===== config.mk =====
export PLATFORM = sky130hd
export DESIGN_NAME = if_fetch_stage
export DESIGN_NICKNAME = d
export VERILOG_FILES = /design/src/rtl/ce361_pipe_pkg.sv /design/src/rtl/sat_counter.sv /design/src/rtl/if_fetch_stage.sv
export SDC_FILE = /design/constraint.sdc
export NUM_CORES = 1
export LEC_CHECK = 0
export ABC_AREA = 1
export CORE_ASPECT_RATIO = 0.9
export CORE_MARGIN = 3
export CORE_UTILIZATION = 40
export DETAILED_ROUTE_END_ITERATION = 8
export DONT_BUFFER_PORTS = 1
export SETUP_SLACK_MARGIN = 0.4
export SLEW_MARGIN = 20
export SYNTH_ARGS = -nofsm -noshare
export SYNTH_HDL_FRONTEND = slang
export SYNTH_SLANG_ARGS = --single-unit

===== constraint.sdc =====
create_clock -name clk -period 3.3 [get_ports clk]
set_input_delay 0.165 -clock clk [delete_from_list [all_inputs] [get_ports clk]]
set_output_delay 0.165 -clock clk [all_outputs]
set_load 0.02 [all_outputs]

===== src/rtl/ce361_pipe_pkg.sv =====
// Shared definitions for the CE361 pipeline front end.
//   NOP              : instruction word placed in IF/ID on a bubble or flush
//   DEFAULT_RESET_PC : boot address that the fetch stage loads on reset
//   fetch_state_e    : fetch FSM encodings; 2'b11 is never produced
package ce361_pipe_pkg;

  localparam logic [31:0] NOP              = 32'h0000_0000;
  localparam logic [31:0] DEFAULT_RESET_PC = 32'h0040_0000;

  typedef enum logic [1:0] {
    ST_RUN   = 2'b00,
    ST_HOLD  = 2'b01,
    ST_FLUSH = 2'b10
  } fetch_state_e;

endpackage


===== src/rtl/sat_counter.sv =====
// Saturating up-counter. It counts up by one on each enabled edge and stops at all-ones.
//   clk   : rising-edge clock
//   reset : asynchronous active-high clear
//   en    : increment enable
//   count : current value
module sat_counter #(
  parameter int W = 16
) (
  input  logic         clk,
  input  logic         reset,
  input  logic         en,
  output logic [W-1:0] count
);

  always_ff @(posedge clk or posedge reset) begin
    if (reset) begin
      count <= '0;
    end else if (en && (count != {W{1'b1}})) begin
      count <= count + 1'b1;
    end
  end

endmodule


===== src/rtl/if_fetch_stage.sv =====
// Instruction fetch stage. It holds the PC and the IF/ID pipeline register.
// At each edge it applies one of these actions, in priority order:
// reset > branch redirect > ID stall > IF stall > normal fetch.
//   clk, reset   : clock and asynchronous active-high reset
//   IFstall      : branch-in-flight stall. The PC holds and a NOP goes into IF/ID.
//   IDstall      : data-hazard stall. PC and IF/ID hold, and EX receives a bubble.
//   br_taken     : branch resolved taken in EX. The stage redirects to br_target.
//   br_target    : redirect address (word aligned by clearing bits [1:0])
//   imem_data    : instruction at imem_addr, read in the same cycle
//   imem_addr    : current PC
//   IDinstr      : IF/ID instruction
//   IDpc4        : PC+4 of the instruction in IDinstr
//   IDvalid      : IF/ID holds a real fetched instruction
//   EXbubble     : combinational request for ID/EX to load a NOP
//   fetch_state  : registered FSM state (RUN/HOLD/FLUSH)
//   if_bubbles   : saturating count of IF-stall bubbles
//   id_stalls    : saturating count of ID-stall cycles
module if_fetch_stage
  import ce361_pipe_pkg::*;
#(
  parameter logic [31:0] RESET_PC = DEFAULT_RESET_PC,
  parameter int          CNT_W    = 16
) (
  input  logic             clk,
  input  logic             reset,
  input  logic             IFstall,
  input  logic             IDstall,
  input  logic             br_taken,
  input  logic [31:0]      br_target,
  input  logic [31:0]      imem_data,
  output logic [31:0]      imem_addr,
  output logic [31:0]      IDinstr,
  output logic [31:0]      IDpc4,
  output logic             IDvalid,
  output logic             EXbubble,
  output logic [1:0]       fetch_state,
  output logic [CNT_W-1:0] if_bubbles,
  output logic [CNT_W-1:0] id_stalls
);

  fetch_state_e state_q, state_d;
  logic [31:0]  pc_q;
  logic [31:0]  pc_plus4;
  logic         do_redirect;
  logic         do_id_hold;
  logic         do_if_bubble;
  logic         unused_target_lsbs;

  // Each action is decoded once from this edge's inputs. The same signals
  // drive the datapath, the FSM and the counters, so the three cannot
  // disagree about which action happened.
  assign do_redirect  = br_taken;
  assign do_id_hold   = IDstall & ~br_taken;
  assign do_if_bubble = IFstall & ~IDstall & ~br_taken;

  assign pc_plus4           = pc_q + 32'd4;  // wraps modulo 2^32
  assign unused_target_lsbs = ^br_target[1:0];

  assign imem_addr   = pc_q;
  assign EXbubble    = do_id_hold;
  assign fetch_state = state_q;

  // FSM state register
  always_ff @(posedge clk or posedge reset) begin
    if (reset) begin
      state_q <= ST_RUN;
    end else begin
      state_q <= state_d;
    end
  end

  // The next state depends only on the current inputs and never on state_q.
  // This is how the unused encoding 2'b11 returns to a legal state on the next edge.
  always_comb begin
    state_d = ST_RUN;
    if (do_redirect) begin
      state_d = ST_FLUSH;
    end else if (do_id_hold) begin
      state_d = ST_HOLD;
    end else if (do_if_bubble) begin
      state_d = ST_FLUSH;
    end
  end

  // PC and IF/ID register
  always_ff @(posedge clk or posedge reset) begin
    if (reset) begin
      pc_q    <= RESET_PC;
      IDinstr <= NOP;
      IDpc4   <= 32'h0;
      IDvalid <= 1'b0;
    end else if (do_redirect) begin
      pc_q    <= {br_target[31:2], 2'b00};
      IDinstr <= NOP;
      IDvalid <= 1'b0;
    end else if (do_id_hold) begin
      // everything holds
    end else if (do_if_bubble) begin
      IDinstr <= NOP;
      IDvalid <= 1'b0;
    end else begin
      pc_q    <= pc_plus4;
      IDinstr <= imem_data;
      IDpc4   <= pc_plus4;
      IDvalid <= 1'b1;
    end
  end

  sat_counter #(.W(CNT_W)) u_if_bubbles (
    .clk   (clk),
    .reset (reset),
    .en    (do_if_bubble),
    .count (if_bubbles)
  );

  sat_counter #(.W(CNT_W)) u_id_stalls (
    .clk   (clk),
    .reset (reset),
    .en    (do_id_hold),
    .count (id_stalls)
  );

endmodule

; Yosys cells after proc, flatten, opt, wreduce, memory -nomap -nowiden
; Index checks and enable logic that the tools add are counted.
[totals]
inputBits = 69
reg_bits = 131
out_inout_bits = 132
[op_classes]
n_reduce_logical = 4
n_addsub = 3
bitwise_logic = 7
n_mux = 12
eq_ne = 4
[op_table]
columns = operator, count
row1 = $mux W32, 6
row2 = $add A16 B1 Y16 const B, 2
row3 = $add A32 B3 Y32 const B, 1
row4 = $ne A16 B16 Y1 const B, 2
row5 = $mux W2, 3
row6 = $ne A2 B2 Y1 const B, 2
row7 = $not A1 Y1, 4
row8 = $and A1 B1 Y1, 3
row9 = $mux W1, 3
row10 = $reduce_and A3 Y1, 1
row11 = $logic_and A1 B1 Y1, 2
row12 = $reduce_and A2 Y1, 1

; Longest topological paths before layout
; Gate-level depths: netlist of the first run.
[depth]
ltp_word = 6
mapped_depth = 10

; Cells and area by module
; From an unflattened synthesis of the first run, not the netlist that was laid out.
[hier_totals]
cells_unflattened = 899
hier_area_um2 = 6967.9
[by_module_without_submodules]
columns = module, n_inst, area_each_um2, cells_per_inst
row1 = if_fetch_stage, 1, 4828.4, 599
row2 = sat_counter, 2, 1069.8, 150

; Least setup slack after synthesis of the first run
; No wires, ideal clock.
[synth_timing]
path_kind = register to register
from = reg u_if_bubbles.count[0]
to = reg u_if_bubbles.count[9]
slack_ns = 1.617
arrival_ns = 1.562
setup_ns = 0.120
stages_incl_launch_ff = 10
path_buffers = 1
period_less_slack_ns = 1.683
cell_sequence = dfrtp_1 -> ha_1 -> nand3_2 -> nor3_4 -> nand3_2 -> nand2_4 -> inv_4 -> buf_6 -> nand3b_2 -> nand2_1
[synth_via]
elab_chain_cells = 2
word_cells_on_any_way = 3
classes_between = add/sub (1) / eq/ne (1) / reduce/logical (1)
[synth_rtl]
columns = element, line
row1 = from (decl), sat_counter.sv:12  ; output logic [W-1:0] count
row2 = from (signal assigned), sat_counter.sv:19  ; count <= count + 1'b1;
row3 = branches (longest 2 deep; another with $add A16 B1 Y16), n/a
; Several ways; the timed one is not identified.
; A chain may end at the register's enable or synchronous reset.

; Worst setup path in the final report of the first run
[layout_timing]
from = in br_taken
to = reg pc_q[7] (netlist: imem_addr[7])
[layout_via]
elab_chain_cells = 4
word_cells_on_any_way = 7
classes_between = eq/ne (2) / mux (1) / bitwise (3) / reduce/logical (1)
[layout_rtl]
columns = element, line
row1 = from (decl), if_fetch_stage.sv:28  ; input logic br_taken,
row2 = $not A1 Y1 (no source line), n/a
row3 = "$and A1 B1 Y1, on equally long branches", "if_fetch_stage.sv:54, if_fetch_stage.sv:53"
row4 = $ne A2 B2 Y1 (no source line), n/a
row5 = $reduce_and A2 Y1 (no source line), n/a
row6 = to (signal assigned), if_fetch_stage.sv:93  ; pc_q <= {br_target[31:2], 2'b00};
row7 = to (signal assigned), if_fetch_stage.sv:102  ; pc_q <= pc_plus4;
row8 = to (decl), if_fetch_stage.sv:42  ; logic [31:0] pc_q;
; Several ways; a longest one is shown, not always the timed one.

==> out/results.txt, run 1 <==
Peak VDD IR: 0.337 mV
Syn Area/Cell: 7.90 um^2
final hold vios: 0
Max Clock Skew: 9.06 ps
Placed Area: 6790 um^2
H-Tree Depth: 4
# clock sinks: 127
crit share post-route: 0.757
Setup crit start: br_taken
Nets: 975
final setup TNS: 0 ps
vias: 5582
first-pass GRT wire length: 28.9 mm
largest net degree at the start of global routing: 84
clk_lat worst skew: 410 ps
Row Count: 44
Post-synth EDFFs: 0
Non-Filler Instances: 1120
Setup Fix Bufs, Post-CTS: 0
cell area after synthesis: 6670 um^2
vias in the first global route: 5380
total CTS buffers: 17
crit path kind: primary input to flop
Post-Synth XOR/XNOR Area: 0.0355
Worst setup SP type: primary input
worst r2r src: imem_addr[2]
Yosys reg bits: 127
Power Density: 599 nW/um^2
num ports: 201
area occupied by multi-input gates: 2980 um^2
Crit path required time: 3650 ps
initial core utilization: 0.411
pin slew with the least headroom to its limit: 985 ps
Via density: 4.98
ys async rst share: 1.00
TritonCTS clock tree: built
input/output buffers: 0
DR iter-0 viols: 271
largest family of logic cells by synthesized area: simple AND/OR/NAND/NOR gates
commonest non-fill, non-tap cell in the layout: nand2_1
Antenna Cells: 0
Cell variety after synth: 36
Max Slew Vio Count: 0
P&R area growth vs syn: 19.6%
DIE WIDTH: 142 um
CTS max path bufs: 2
total gr overflow: 0
Reg clk slew, reported paths: 60 ps
result of the run: complete, no violations
Post-Synth Adder-Cell Area: 0.00563
initial antenna violation count: 0
worst-path maximum fanout: 33
drt first pass iters: 5
register area share after synthesis: 0.477
dpl hpwl: 12.3 mm
gate count after technology mapping: 844
unrepaired setup endpoints after global routing: false
CTS resizes: 0
hold path startpoint: br_target[9]
post-synthesis mux area share: 0
CTS root buf: clkbuf_16
critical path capture point type: flop
Synth Area in Simple Gates: 0.299
Fmax achieved: 400 MHz
Yosys warning count: 0
cell count after placement: 1027
die height: 128 um
Arr. time, crit path: 2850 ps
post-synthesis compound-gate area fraction: 0.105
share of layout cells above drive strength 1: 0.0778
antenna-violating nets left: 0
most frequent cells in the layout: 312 x nand2_1, 126 x dfrtp_1, 74 x inv_1
die area: 18300 um^2
Hold Crit Class: primary input to flop
area of the core: 16200 um^2
# setup viols final: 0
Min Clock Period, post-route: 2500 ps
prevailing post-synth register cell: dfrtp_1
Slew HR: 0.342
drt drc: 0
final WL: 18.1 mm
drt wl/cell: 16.2 um
Total GRT Usage: 0.200
Fill cells: 1538
Pleak: 3.85 nW
max cap viols: 0
routability cong.: 0.819
post-route cell area: 7980 um^2
FF/Latch Area: 3180 um^2
[synthesized netlist by cell type (all sizes together), types with 2 or more instances]
| master | instances | share of area |
|---|---|---|
| nand2 | 318 | 0.18 |
| dfrtp | 126 | 0.47 |
| inv | 80 | 0.046 |
| nor2 | 71 | 0.048 |
| o21ai | 69 | 0.055 |
| nand3 | 50 | 0.039 |
| a22o | 32 | 0.042 |
| buf | 21 | 0.025 |
| xnor2 | 15 | 0.020 |
| clkbuf | 12 | 0.0068 |
| xor2 | 12 | 0.016 |
| nor3 | 10 | 0.012 |
| nand3b | 7 | 0.0090 |
| nand4 | 5 | 0.0047 |
| and2 | 3 | 0.0028 |
| ha | 3 | 0.0056 |
| o21a | 3 | 0.0034 |
| o211ai | 2 | 0.0023 |
| o22ai | 2 | 0.0019 |
[metrics by stage]
| step | power [mW] | hold slack, ps | setup slack (ps) | util |
|---|---|---|---|---|
| finish | 4.77 | 23.4 | 800 | 0.491 |
| global route | 5.04 | 18.5 | 607 | 0.491 |
| CTS | 4.82 | 5.06 | 820 | 0.491 |
| detailed placement | 2.98 | 287 | 1270 | 0.418 |
| global placement | 2.97 | 298 | 1300 | 0.418 |
| floorplan | 2.79 | 298 | 1570 | - |
[kinds of logic (layout without fill, tap and decap cells)]
group	Yosys count	in the layout
adders and majority gates	3	3
and+or+nand+nor	464	464
AOI/OAI and AO/OA	109	109
DFF	127	127
xor gates and xnor gates	27	27
other	1	4
buffers and inverters	113	179
[final timing paths]
kind	slack, ps	end	cells after the start
setup reg to reg	1190	imem_addr[7]	7
hold / removal	20	imem_addr[9]	2
setup / recovery	800	imem_addr[7]	7
min in group asynchronous	450	u_id_stalls.count[0]	2
hold reg to reg	570	imem_addr[22]	2
max in group asynchronous	1870	IDinstr[31]	3
[final cells by class]
type                            count  area share
Sequential cell                   127       0.399
Multi-Input combinational cell    607       0.374
Timing Repair Buffer               70      0.0875
Clock buffer                       23      0.0612
Inverter                           80      0.0387
Tap cell                          207      0.0325
Clock inverter                      6     0.00753
[metal layers]
metal  track usage  vias up  share of wire
li1              -     2802              -
met3        0.0732       22          0.081
met4        0.0587        0          0.015
met1         0.259     2576           0.43
met5             0        -              0
met2         0.314      182           0.47
[report_power, final]
group	switching, mW	total (mW)	leakage, nW	internal [mW]
combinational	0.392	0.676	1.97	0.284
clock	0.656	1.75	0.267	1.10
sequential	0.571	2.34	1.62	1.77
[timing repair]
item,CTS,global route
hold endpoints to repair,107,0
endpoints found under the setup margin,0,0
hold buffers,64,0
[worst max-delay path: stages]
cell and delay (ps):
dlygate4sd3_1 960, nor3_4 150, nor2_2 290, buf_4 380
o21ai_0 160, o21ai_1 160, dlygate4sd3_1 560
[state kept, by name, summed over array words and instances, names as in the netlist]
register,cells
imem_addr,30
u_if_bubbles.count,16
IDpc4,30
IDinstr,32
IDvalid,1
fetch_state,2
u_id_stalls.count,16
Note: power is estimated with default switching activity, not from simulation.
==> run 2: changes to the inputs <==
==> constraint.sdc (replaced) <==
create_clock -name clk -period 2.4 [get_ports clk]
set_input_delay 0.12 -clock clk [delete_from_list [all_inputs] [get_ports clk]]
set_output_delay 0.12 -clock clk [all_outputs]
set_load 0.02 [all_outputs]
==> run 2 against run 1 <==
  * First-iteration DRC count decreased by 13%
  * Critical path depth increased by 1
  * Non-clock buffer count increased by 6
  * Critical endpoint is now u_id_stalls.count[5]
  * Register-to-register slack got worse by 550 ps
  * Clock skew about the same
  * Cell count increased by 0.80%
  * Largest cell class unchanged
  * Cell area increased by 1.9%
  * Clock-buffer cell count decreased by 5
==> out/results.txt, run 2 (synthesis results as in run 1) <==
result of the run: complete, no violations
Fmax achieved: 568 MHz
total CTS buffers: 17 (unchanged)
Placed Area: 6840 um^2 (+0.74%)
Arr. time, crit path: 2060 ps (-790 ps)
die height: 128 um (unchanged)
crit share post-route: 0.734
CTS max path bufs: 2 (unchanged)
routability cong.: 0.859 (+5.0%)
total gr overflow: 0 (unchanged)
clk_lat worst skew: 410 ps (about the same)
TritonCTS clock tree: built
Max Clock Skew: 9.20 ps (+0.142 ps)
dpl hpwl: 12.4 mm (+1.3%)
CTS root buf: clkbuf_16
num ports: 201 (unchanged)
initial antenna violation count: 0 (unchanged)
area of the core: 16200 um^2 (unchanged)
final core utilization: 0.501 (+0.00955)
Row Count: 44 (unchanged)
final WL: 18.1 mm (about the same)
Power Density: 851 nW/um^2 (+42%)
cell count after placement: 1032 (+0.49%)
worst-path maximum fanout: 17 (-48%)
unrepaired setup endpoints after global routing: false
# clock sinks: 127 (unchanged)
Max Slew Vio Count: 0 (unchanged)
crit path kind: flop to flop
die area: 18300 um^2 (unchanged)
slowest CP cell: dfrtp_1
Worst setup SP type: flop
most frequent cells in the layout: 312 x nand2_1, 121 x dfrtp_1, 74 x inv_1
Min Clock Period, post-route: 1760 ps
drt drc: 0 (unchanged)
DR iter-0 viols: 236 (-13%)
max reg flops: 32 (unchanged)
drt wl/cell: 16.0 um (-0.86%)
critical path capture point type: flop
initial core utilization: 0.411 (unchanged)
CP max stage delay: 530 ps (-430 ps)
Non-Filler Instances: 1129 (+0.80%)
antenna-violating nets left: 0 (unchanged)
H-Tree Depth: 4 (unchanged)
vias in the first global route: 5662 (+5.2%)
commonest non-fill, non-tap cell in the layout: nand2_1
final worst-path setup slack: 638 ps (-162 ps)
Antenna Cells: 0 (unchanged)
Total GRT Usage: 0.202 (+0.00202)
drt first pass iters: 5 (unchanged)
share of layout cells above drive strength 1: 0.0954 (+0.0177)
# setup viols final: 0 (unchanged)
Fill cells: 1559 (+1.4%)
largest net degree at the start of global routing: 83 (-1.2%)
most common cell type on the critical path: nand3_1
Top delay family on crit path: simple AND/OR/NAND/NOR gates
vias: 5590 (+0.14%)
final setup TNS: 0 ps (unchanged)
Crit path required time: 2700 ps (-950 ps)
P&R area growth vs syn: 22.0%
Via density: 4.95 (-0.65%)
Nets: 981 (+0.62%)
Setup WS pre-CTS: 484 ps (-784 ps)
Pleak: 3.93 nW (+1.8%)
Cell Chain, Critical Path: ha_1 > nand3_1 > nor3_2 > nand3_1 > nand2_2 > inv_2 > nand3b_1 > nand2_1
final hold vios: 0 (unchanged)
post-route cell area: 8130 um^2 (+1.9%)
DIE WIDTH: 142 um (unchanged)
Bufs and invs on worst path: 1 (-2)
max cap viols: 0 (unchanged)
Peak VDD IR: 0.472 mV (+40%)
Setup Fix Bufs, Post-CTS: 0 (unchanged)
most flop-heavy register: IDinstr
Slew HR: 0.559 (+0.217)
pin slew with the least headroom to its limit: 661 ps (-324 ps)
first-pass GRT wire length: 29.4 mm (+1.9%)
Reg clk slew, reported paths: 60 ps (about the same)
Hold Crit Class: primary input to flop
input/output buffers: 0 (unchanged)
==> run 2: cell count changes in the layout (fill, tap and decap cells not counted), sizes merged <==
cell,before,now
dlymetal6s4s,0,1
buf,6,11
inv,79,80
clkinv,3,7
bufinv,1,4
clkbuf,23,18
==> run 2: per-stage QoR <==
stage / hold slack [ps] / total power, mW
6_report: 10.6 / 6.92
4_1_cts: 1.66 / 6.98
5_1_grt: 37.7 / 7.29
2_1_floorplan: 253 / 3.83
3_5_place_dp: 70.5 / 4.12
3_3_place_gp: 73.1 / 4.10
==> run 2: worst min-delay path, cell delays in order <==
cell and delay (ps):
inv_1 90, nor3_4 70, inv_1 50, nand2_1 40
==> run 2: power breakdown <==
part | leakage (nW) | internal, mW | switching [mW] | total (mW)
sequential | 1.62 | 2.44 | 0.759 | 3.20
clock | 0.306 | 1.76 | 0.983 | 2.75
combinational | 2.00 | 0.409 | 0.564 | 0.972
==> run 2: worst paths after layout <==
path	to	slack, ps	cells after the start	from
min in group asynchronous	u_id_stalls.count[7]	250	2	reset
setup reg to reg	u_id_stalls.count[5]	640	8	u_id_stalls.count[0]
setup / recovery	u_id_stalls.count[5]	640	8	u_id_stalls.count[0]
max in group asynchronous	imem_addr[22]	1320	3	reset
hold reg to reg	imem_addr[22]	570	2	imem_addr[22]
hold / removal	fetch_state[1]	10	4	IFstall
==> run 2: final cells by class <==
cell class                      count  area [um^2]  share of cell area
Sequential cell                   127         3190               0.392
Multi-Input combinational cell    607         2990               0.367
Timing Repair Buffer               76          761              0.0936
Clock buffer                       18          439              0.0540
Inverter                           80          309              0.0380
Tap cell                          207          259              0.0319
Clock inverter                     14          190              0.0234
==> run 2: per-layer routing <==
| metal | GRT usage | wire, um |
|---|---|---|
| met5 | 0 | 0 |
| met4 | 0.0677 | 364 |
| met3 | 0.0736 | 1710 |
| met2 | 0.326 | 8530 |
| met1 | 0.251 | 7480 |
==> run 2: repair_timing <==
item / in CTS / in global routing
endpoints found under the setup margin: 0 / 40
endpoints found under the hold margin: 88 / 0
gates resized for setup: 0 / 8
hold buffers: 65 / 0
==> run 3: changes to the inputs <==
==> constraint.sdc (replaced) <==
create_clock -name clk -period 1.8 [get_ports clk]
set_input_delay 0.09 -clock clk [delete_from_list [all_inputs] [get_ports clk]]
set_output_delay 0.09 -clock clk [all_outputs]
set_load 0.02 [all_outputs]
==> run 3 against run 2 <==
  * Worst setup slack got worse by 350 ps
  * Flip-flop and latch count did not move
  * Sequential share of layout area fell by 4.4 points
  * Cell area rose by 13%
  * Via count rose by 7.5%
  * Power rose by 40%
  * Global-route usage rose by 1.3 points
  * Core utilization rose by 6.5 points
  * Combinational power rose by 140%
  * Highest routed layer unchanged
==> out/results.txt, run 3 (synthesis results as in run 1) <==
crit share post-route: 0.842 (+0.108)
Fill cells: 1421 (-8.9%)
Worst setup SP type: flop
Slew HR: 0.621 (+0.0617)
die area: 18300 um^2 (unchanged)
die height: 128 um (unchanged)
P&R area growth vs syn: 37.9%
Reg clk slew, reported paths: 60 ps (about the same)
max reg flops: 32 (unchanged)
drt first pass iters: 5 (unchanged)
Pleak: 4.45 nW (+13%)
drt drc: 0 (unchanged)
critical path capture point type: flop
Via density: 4.96 (+0.27%)
share of layout cells above drive strength 1: 0.243 (+0.148)
largest net degree at the start of global routing: 48 (-42%)
area occupied by multi-input gates: 3400 um^2 (+14%)
max cap viols: 0 (unchanged)
Nets: 1062 (+8.3%)
Power Density: 1050 nW/um^2 (+24%)
Row Count: 44 (unchanged)
result of the run: complete, no violations
drt wl/cell: 16.2 um (+1.2%)
Min Clock Period, post-route: 1520 ps (-247 ps)
DR iter-0 viols: 265 (+12%)
FF/Latch Area: 3200 um^2 (+0.31%)
vias in the first global route: 5874 (+3.7%)
total CTS buffers: 17 (unchanged)
commonest non-fill, non-tap cell in the layout: nand2_1
Crit path required time: 2110 ps (-590 ps)
worst reg-to-reg setup slack: 280 ps (-350 ps)
Peak VDD IR: 0.590 mV (+25%)
CTS max path bufs: 2 (unchanged)
final hold vios: 0 (unchanged)
Worst setup endpoint: imem_addr[26]
Antenna Cells: 0 (unchanged)
CTS root buf: clkbuf_16
crit path kind: flop to flop
# clock sinks: 127 (unchanged)
worst-path maximum fanout: 6 (-11)
clk_lat worst skew: 420 ps (about the same)
most flop-heavy register: IDinstr
worst r2r src: imem_addr[2]
antenna-violating nets left: 0 (unchanged)
input/output buffers: 0 (unchanged)
final WL: 19.6 mm (+8.4%)
Cell Chain, Critical Path: ha_4 > nand2_4 > nor2_4 > nand2_4 > nor2_4 > nand2_1 > nand2_1 > nand3_1 > nand2_1 > nand2_1
slowest CP cell: dfrtp_2
total gr overflow: 0 (unchanged)
Top delay family on crit path: simple AND/OR/NAND/NOR gates
Max Slew Vio Count: 0 (unchanged)
initial antenna violation count: 0 (unchanged)
num ports: 201 (unchanged)
H-Tree Depth: 4 (unchanged)
Setup crit start: imem_addr[2]
Hold Crit Class: primary input to flop
Arr. time, crit path: 1820 ps (-240 ps)
TritonCTS clock tree: built
Crit path depth: 10 (+2)
initial core utilization: 0.411 (unchanged)
dpl hpwl: 13.2 mm (+5.8%)
CP max stage delay: 420 ps (-110 ps)
most frequent cells in the layout: 282 x nand2_1, 113 x dfrtp_1, 77 x buf_4
# setup viols final: 0 (unchanged)
Fmax achieved: 660 MHz (+16%)
worst r2r dst: imem_addr[26]
Max Clock Skew: 11.8 ps (+2.56 ps)
Total GRT Usage: 0.215 (+0.0134)
vias: 6007 (+7.5%)
routability cong.: 0.849 (-1.2%)
Reg2Reg Depth: 10 (+2)
first-pass GRT wire length: 30.9 mm (+5.0%)
area of the core: 16200 um^2 (unchanged)
unrepaired setup endpoints after global routing: true
final setup TNS: 0 ps (unchanged)
final core utilization: 0.566 (+0.0655)
pin slew with the least headroom to its limit: 567 ps (-94.4 ps)
DIE WIDTH: 142 um (unchanged)
most common cell type on the critical path: nand2_1
Bufs and invs on worst path: 0 (-1)
[run 3: cell count changes in the layout (fill, tap and decap cells not counted), sizes merged]
cell          previous run  this run
inv                     80        82
dlymetal6s4s             1         0
buf                     11        89
clkinvlp                 3         5
bufinv                   4         2
clkbuf                  18        21
dlygate4sd3             64        65
clkinv                   7         5
[run 3: worst min-delay path by stage]
stage | start | slack, ps | depth (start not counted) | to
finish | br_taken | 30 | 3 | fetch_state[1]
global route | br_taken | 40 | 3 | fetch_state[1]
CTS | br_taken | 30 | 3 | fetch_state[1]
detailed placement | reset | -20 | 1 | u_if_bubbles.count[9]
global placement | reset | -20 | 1 | u_if_bubbles.count[9]
floorplan | imem_data[10] | 220 | 1 | IDinstr[10]
[run 3: worst min-delay path, cell delays in order]
cell and delay [ps]:
inv_2 20, buf_4 200, nand2_1 90
[run 3: layout make-up]
class	instances	share of cell area
multi-input combinational	607	0.370
timing repair inverter	3	0.00367
clock buffer	21	0.0501
timing repair buffer	154	0.153
sequential	127	0.348
inverter	80	0.0350
clock inverter	11	0.0125
tap	207	0.0282
[run 3: per-layer routing]
layer / part of all wire / track usage
met1: 0.44 / 0.279
met2: 0.47 / 0.339
met3: 0.070 / 0.0673
met4: 0.022 / 0.0807
met5: 0 / 0
[run 3: report_power, final]
group	total (mW)	switching (mW)	internal, mW
registers	3.95	0.678	3.27
clock network	3.35	1.26	2.09
logic	2.37	1.38	0.990
[run 3: timing repair]
item | CTS | global route
endpoints found under the setup margin | 76 | 81
gates resized for setup | 80 | 67
endpoints found under the hold margin | 191 | 0
hold buffers | 65 | 0
gates cloned | 3 | 1
setup buffers | 18 | 1
pin swaps | 24 | 20
[run 3: through the flow]
| stage | cell area [um^2] | power, mW | std cells | hold slack (ps) | setup WS (ps) |
|---|---|---|---|---|---|
| after floorplan | 6690 | 5.11 | 847 | 223 | 144 |
| after global placement | 7300 | 5.78 | 1090 | -18.0 | 126 |
| after detailed placement | 7300 | 5.81 | 1090 | -20.2 | 88.3 |
| after CTS | 8940 | 9.55 | 1208 | 27.7 | 275 |
| after global routing | 9200 | 10.2 | 1210 | 37.0 | 174 |
| final | 9200 | 9.67 | 1210 | 33.3 | 285 |
